<file path="src/rtl/fc_input_streamer.sv">
// Streams a batch of input vectors from the 64-bit input BRAM to the FC layer,
// one sample per clock, waiting for the layer's out_valid between vectors.
module fc_input_streamer #(
    parameter int DIM_INPUT   = 96,
    parameter int INPUT_W     = 16,
    parameter int BRAM_DAT_W  = 64,
    parameter int BRAM_ADDR_W = 14,
    parameter int BATCH_NUM   = 320
) (
    input  logic                   clk,
    input  logic                   rst,
    input  logic                   start,
    input  logic [BRAM_ADDR_W-1:0] base_addr,
    output logic                   bram_en,
    output logic [BRAM_ADDR_W-1:0] bram_addr,
    input  logic [BRAM_DAT_W-1:0]  bram_dout,
    output logic [INPUT_W-1:0]     fc_in_dat,
    output logic                   fc_in_vld,
    input  logic                   fc_out_vld,
    output logic                   busy,
    output logic                   done,
    output logic [8:0]             vec_idx,
    output logic                   err
);

    localparam int LANES      = BRAM_DAT_W / INPUT_W;
    localparam int WPV        = DIM_INPUT / LANES;
    localparam int ISSUE_LANE = (LANES >= 2) ? LANES - 2 : 0;
    localparam int LANE_W     = $clog2(LANES + 1);
    localparam int RD_W       = $clog2(WPV + 1);
    localparam int EMIT_W     = $clog2(DIM_INPUT + 1);

    if (BRAM_DAT_W % INPUT_W != 0) begin : g_bad_lane
        $error("BRAM_DAT_W must be a multiple of INPUT_W");
    end
    if ((DIM_INPUT * INPUT_W) % BRAM_DAT_W != 0) begin : g_bad_vec
        $error("DIM_INPUT*INPUT_W must be a multiple of BRAM_DAT_W");
    end

    typedef enum logic [1:0] {
        S_IDLE,
        S_STREAM,
        S_WAIT,
        S_DONE
    } state_t;

    state_t state, state_nxt;

    logic [LANE_W-1:0]      lane;
    logic [RD_W-1:0]        rd_cnt;
    logic [EMIT_W-1:0]      emit_cnt;
    logic                   dat_vld;
    logic [BRAM_DAT_W-1:0]  word;
    logic [BRAM_ADDR_W-1:0] next_addr;

    logic                   start_acc;
    logic                   last_vec;
    logic                   vec_go;
    logic                   launch;
    logic                   stream_end;
    logic                   emit;
    logic                   issue;
    logic [LANE_W-1:0]      emit_lane;
    logic [BRAM_DAT_W-1:0]  src;
    logic [INPUT_W-1:0]     emit_sample;

    assign start_acc  = (state == S_IDLE) && start;
    assign last_vec   = (vec_idx == 9'(BATCH_NUM - 1));
    assign vec_go     = (state == S_WAIT) && fc_out_vld && !last_vec;
    assign launch     = start_acc || vec_go;
    assign stream_end = (state == S_STREAM) && (emit_cnt == EMIT_W'(DIM_INPUT));
    assign busy       = (state != S_IDLE);
    assign done       = (state == S_DONE);

    // A fresh word arriving from the BRAM always supplies lane 0 directly,
    // so samples stay contiguous across word boundaries.
    always_comb begin
        emit        = 1'b0;
        emit_lane   = lane;
        src         = word;
        emit_sample = '0;
        issue       = 1'b0;
        if (state == S_STREAM) begin
            emit      = dat_vld || (lane < LANE_W'(LANES));
            emit_lane = dat_vld ? '0 : lane;
            src       = dat_vld ? bram_dout : word;
            issue     = emit && (emit_lane == LANE_W'(ISSUE_LANE)) && (rd_cnt < RD_W'(WPV));
        end
        emit_sample = INPUT_W'(src >> (INPUT_W * 32'(emit_lane)));
    end

    always_comb begin
        state_nxt = state;
        case (state)
            S_IDLE:   if (start) state_nxt = S_STREAM;
            S_STREAM: if (stream_end) state_nxt = S_WAIT;
            S_WAIT:   if (fc_out_vld) state_nxt = last_vec ? S_DONE : S_STREAM;
            S_DONE:   state_nxt = S_IDLE;
            default:  state_nxt = S_IDLE;
        endcase
    end

    always_ff @(posedge clk) begin
        if (rst) state <= S_IDLE;
        else     state <= state_nxt;
    end

    always_ff @(posedge clk) begin
        if (rst) begin
            bram_en   <= 1'b0;
            bram_addr <= '0;
            next_addr <= '0;
            fc_in_dat <= '0;
            fc_in_vld <= 1'b0;
            vec_idx   <= '0;
            err       <= 1'b0;
            lane      <= LANE_W'(LANES);
            rd_cnt    <= '0;
            emit_cnt  <= '0;
            dat_vld   <= 1'b0;
            word      <= '0;
        end else begin
            dat_vld <= bram_en;

            if (launch) begin
                bram_en   <= 1'b1;
                bram_addr <= start_acc ? base_addr : next_addr;
                next_addr <= (start_acc ? base_addr : next_addr) + BRAM_ADDR_W'(1);
                vec_idx   <= start_acc ? 9'd0 : vec_idx + 9'd1;
                rd_cnt    <= RD_W'(1);
                emit_cnt  <= '0;
                lane      <= LANE_W'(LANES);
            end else if (issue) begin
                bram_en   <= 1'b1;
                bram_addr <= next_addr;
                next_addr <= next_addr + BRAM_ADDR_W'(1);
                rd_cnt    <= rd_cnt + RD_W'(1);
            end else begin
                bram_en <= 1'b0;
            end

            if (emit) begin
                fc_in_dat <= emit_sample;
                fc_in_vld <= 1'b1;
                emit_cnt  <= emit_cnt + EMIT_W'(1);
                lane      <= emit_lane + LANE_W'(1);
                if (dat_vld) word <= bram_dout;
            end else begin
                fc_in_vld <= 1'b0;
            end

            if (start_acc)
                err <= 1'b0;
            else if (fc_out_vld && (state != S_WAIT))
                err <= 1'b1;
        end
    end

endmodule

</file>
<file path="config.mk">
export PLATFORM = sky130hd
export DESIGN_NAME = fc_input_streamer
export DESIGN_NICKNAME = d
export VERILOG_FILES = /design/src/rtl/fc_input_streamer.sv
export SDC_FILE = /design/constraint.sdc
export NUM_CORES = 1
export LEC_CHECK = 0
export BUFFER_PORTS_ARGS = -buffer_cell sky130_fd_sc_hd__buf_4
export CORE_ASPECT_RATIO = 0.6
export CORE_UTILIZATION = 50
export DETAILED_ROUTE_END_ITERATION = 10
export GPL_ROUTABILITY_DRIVEN = 0
export PLACE_DENSITY = 0.75
export SYNTH_ARGS = -nofsm -noshare
export SYNTH_HDL_FRONTEND = slang
export SYNTH_SLANG_ARGS = --single-unit
</file>
<file path="constraint.sdc">
create_clock -name clk -period 4.3 [get_ports clk]
set_clock_uncertainty 0.1 [all_clocks]
set_input_delay 1.29 -clock clk [delete_from_list [all_inputs] [get_ports clk]]
set_output_delay 1.29 -clock clk [all_outputs]
set_load 0.01 [all_outputs]
</file>
# Word-level counts from Yosys, hierarchy flattened
# Index checks and enable logic that the tools add are counted.
# word_totals
elab_cells,76
in_bits,82
regBits,138
# op_classes
n_reduce_logical,17
n_mux,26
n_addsub,6
shift,1
n_eq_ne,10
n_lt_le_gt_ge,2
# op_table
cell,count
64-bit 2-to-1 mux,2
14-bit 2-to-1 mux,5
64-bit by 7-bit right shift with 16-bit output,1
14-bit by 1-bit adder with 14-bit output (second input constant),2
7-bit 2-to-1 mux,2
3-bit 2-to-1 mux,4
9-bit by 1-bit adder with 9-bit output (second input constant),1
9-bit equality test (second input constant),1
9-bit 2-to-1 mux,1
2-bit 2-to-1 mux,4
2-bit != test (second input constant),4
2-bit case mux with 4 select lines,1
7-bit by 1-bit adder with 7-bit output (second input constant),1
7-bit equality test (second input constant),1
1-bit logical AND,7
1-bit 2-to-1 mux,7
2-bit nonzero test,3
5-bit by 1-bit adder with 5-bit output (second input constant),1
5-bit less-than comparator (second input constant),1
2-bit equality test (second input constant),2
2-bit OR reduction,2
3-bit by 1-bit adder with 3-bit output (second input constant),1
3-bit by 2-bit equality test with 1-bit output (second input constant),1
3-bit less-than comparator (second input constant),1
other kinds (5),6

# Longest topological paths before layout
# depth
ltp_word,7
depth_mapped,12

# Least setup slack after synthesis
# Ideal clock, no wire load.
# synth_timing
path_type,input to register
from,input start
to,register next_addr[2]
t_arrival_ps,3302
required_time_ps,4126
setup_slack_ps,823
path_stages,10
setup_time_ps,74
path_cell_list,nor3b_1 buf_2 buf_4 mux2i_1 inv_1 ha_1 clkbuf_1 a2111oi_0 o21ai_0 o21ai_0
# synth_via
elab_chain_len,4
# synth_lines
element,line,text
start: declaration,12,"input logic start,"
1-bit logical AND *,67,assign start_acc = (state == S_IDLE) && start;
14-bit 2-to-1 mux,128,next_addr <= (start_acc ? base_addr : next_addr) + BRAM_ADDR_W'(1);
14-bit by 1-bit adder with 14-bit output,128,
14-bit 2-to-1 mux,125,if (launch) begin
end signal: assignment,128,
end signal: assignment,136,next_addr <= next_addr + BRAM_ADDR_W'(1);
end: declaration,54,logic [BRAM_ADDR_W-1:0] next_addr;
# Every way passes the cells marked *; elsewhere a longest branch is shown, timed or not.
# A chain may end at the register's enable or synchronous reset.

# Worst setup path in the final report
# layout_timing
from,input start
to,register next_addr[8]
# The elaborated chain is that of the path after synthesis.

==> reports/metrics.csv <==
metric,value,unit
sequential cell area fraction in the yosys report,0.442,
pre-CTS setup slack,0.684,ns
routed len/inst,15.3,um
post-route cell area,0.00788,mm^2
Mapped Cells,751,
fin crit share,0.761,
antenna cells,0,
clock tree buffer depth,2,
Core Area,0.0121,mm^2
# setup viols final,0,
Bufs and invs on worst path,2,
worst r2r src,state[1],
Via Count,5756,
Clock Sinks,138,
final worst slack,1.03,ns
Yosys cell types,62,
final wirelength,15700,um
Leak,2.93,nW
Initial Util,0.516,
final setup TNS,0,ns
H-Tree Depth,4,
max-cap viol count,0,
peak supply drop,0.243,mV
CP endpoint kind,flop,
DIE WIDTH,146,um
startpoint types,primary input,
fraction of registers with async set/reset,0,
Rel. slew slack,0.310,
number of flops mapped to enable cells by yosys,0,
share of cells above drive strength 1,0.230,
status,"finished, final reports clean",
first-pass GRT wire length,25300,um
cts bufs inserted,17,
All-Layer GR Usage,0.245,
hold buffer count at cts,0,
vias in the first global route,5154,
clk_lat worst skew,0.41,ns
Congestion Overflow GR,0,
initial drt markers,423,
#FFs+latches synth,138,
Setup crit start,start,
"Req. time, crit path",4.48,ns
number of port buffers,125,
Layout area overhead,26.2,%
Mapped Avg Cell Area,8.32,um^2
final hold violations,0,
Vias/cell,5.59,
Post-Syn Area,0.00624,mm^2
DR DRC count,0,
"Setup Fix Bufs, Post-CTS",0,
Mapped Nets,839,
"most common cell after layout, fill and taps aside",nand2_1,
dpl cell area,0.00726,mm^2
Worst Tran Pin Value,1.04,ns
"commonest cells after routing, fill and taps aside","nand2_1 (179), buf_4 (139), dfxtp_1 (138)",
Detail Placement HPWL,11000,um
critical-path maximum fanout,14,
Std-Cell Rows,31,
FF-to-FF path depth,9,
Top delay family on crit path,simple AND/OR/NAND/NOR gates,
WS Path Type,primary input to flop,
clk slew on worst S/H paths,0.06,ns
WHS,0.351,ns
layout net count,941,
RSZ-0062 raised after global routing,no,
final count of pins violating max slew,0,
Pre-antenna DRT Iters,5,
CTS resizes,0,
CP max-delay cell,nor3b_2,
YS warnings,0,
crit path DAT,3.45,ns
worst hold start,word[20],
"Min Clock Period, post-route",3.27,ns
Worst path max stage delay,0.53,ns
worst hold path cell count,2,
clk root buf,clkbuf_16,
Antenna Nets Post-Route,0,
largest net degree at the start of global routing,82,
P per Cell Area,397,mW/mm^2
initial antenna violation count,0,
crit path cell chain,buf_4 > nor3b_2 > mux2i_1 > inv_1 > ha_1 > nand4_1 > nor3_1 > a41o_1 > o21bai_1 > a31oi_1,
CTS tree,built,
Fmax,0.306,GHz
DIE AREA,0.0130,mm^2
top_reg_cell synth,dfxtp_1,
Die Height,88.6,um
HP Class,flop to flop,
Crit. path cell count,10,
io pins,126,
per-stage QoR:
stage	total power [mW]	util	cells
after floorplan	1.49	-	751
after global placement	1.61	0.600	999
after detailed placement	1.61	0.600	999
after CTS	3.15	0.651	1029
after global routing	3.23	0.651	1029
final	3.13	0.651	1029
sequential cells by signal, summed over array words and instances, names as in the netlist:
register,count
vec_idx,9
lane,3
bram_addr,14
word,64
fc_in_dat,16
bram_en,1
next_addr,14
fc_in_vld,1
state,2
emit_cnt,7
dat_vld,1
rd_cnt,5
err,1
cell usage after synthesis (8+ instances only):
master	number	area (um^2)
clkbuf_1	32	120
mux4_2	16	360
a31oi_1	10	62.6
nand2_1	180	676
nand3_1	18	90.1
mux2i_1	9	90.1
o21ai_0	24	120
inv_1	10	37.5
nor3_1	12	60.1
and2_1	14	87.6
a21oi_1	88	440
buf_2	13	65.1
xnor2_1	11	96.3
and3_1	8	50.1
dfxtp_1	138	2760
a311oi_1	18	158
nor2_1	55	206
worst register-to-register path: cells and delay by family (launching register included):
kind,cells,cell delay (ns)
AOI/OAI and AO/OA,3,0.36
adders and majority gates,1,0.48
buffers and inverters,1,0.10
DFF,1,0.40
muxes,1,0.21
and+or+nand+nor,3,0.98
path summary, 6_finish.rpt:
kind | end | slack (ns)
worst max register to register | next_addr[8] | 1.55
worst max-delay path | next_addr[8] | 1.03
worst min-delay path | word[20] | 0.35
worst min register to register | word[20] | 0.35
cell families after synthesis:
| logic type | Yosys count | synth area share |
|---|---|---|
| compound gates | 172 | 0.167 |
| xor+xnor | 13 | 0.0182 |
| fa+ha+maj | 6 | 0.0120 |
| buf+inv | 66 | 0.0455 |
| flops | 138 | 0.442 |
| mux | 27 | 0.0757 |
| simple gates | 329 | 0.239 |
layer usage:
layer | vias up | global-route usage | routed length (um)
met3 | 15 | 0.0485 | 857
met1 | 2734 | 0.351 | 7500
li1 | 2830 | - | -
met5 | - | 0 | 0
met4 | 0 | 0.0852 | 167
met2 | 177 | 0.372 | 7190
area by class of cell:
| cell class | count | area, um^2 |
|---|---|---|
| Sequential cell | 138 | 2760 |
| Tap cell | 165 | 206 |
| Fill cell | 1032 | 4220 |
| Inverter | 10 | 37.5 |
| Clock buffer | 19 | 453 |
| Clock inverter | 11 | 169 |
| Multi-Input combinational cell | 547 | 3210 |
| Timing Repair Buffer | 139 | 1040 |
where the power goes:
part,internal [mW],switching [mW]
Sequential,1.31,0.0254
Combinational,0.119,0.133
Clock,0.995,0.543
Note: power is estimated with default switching activity, not from simulation.
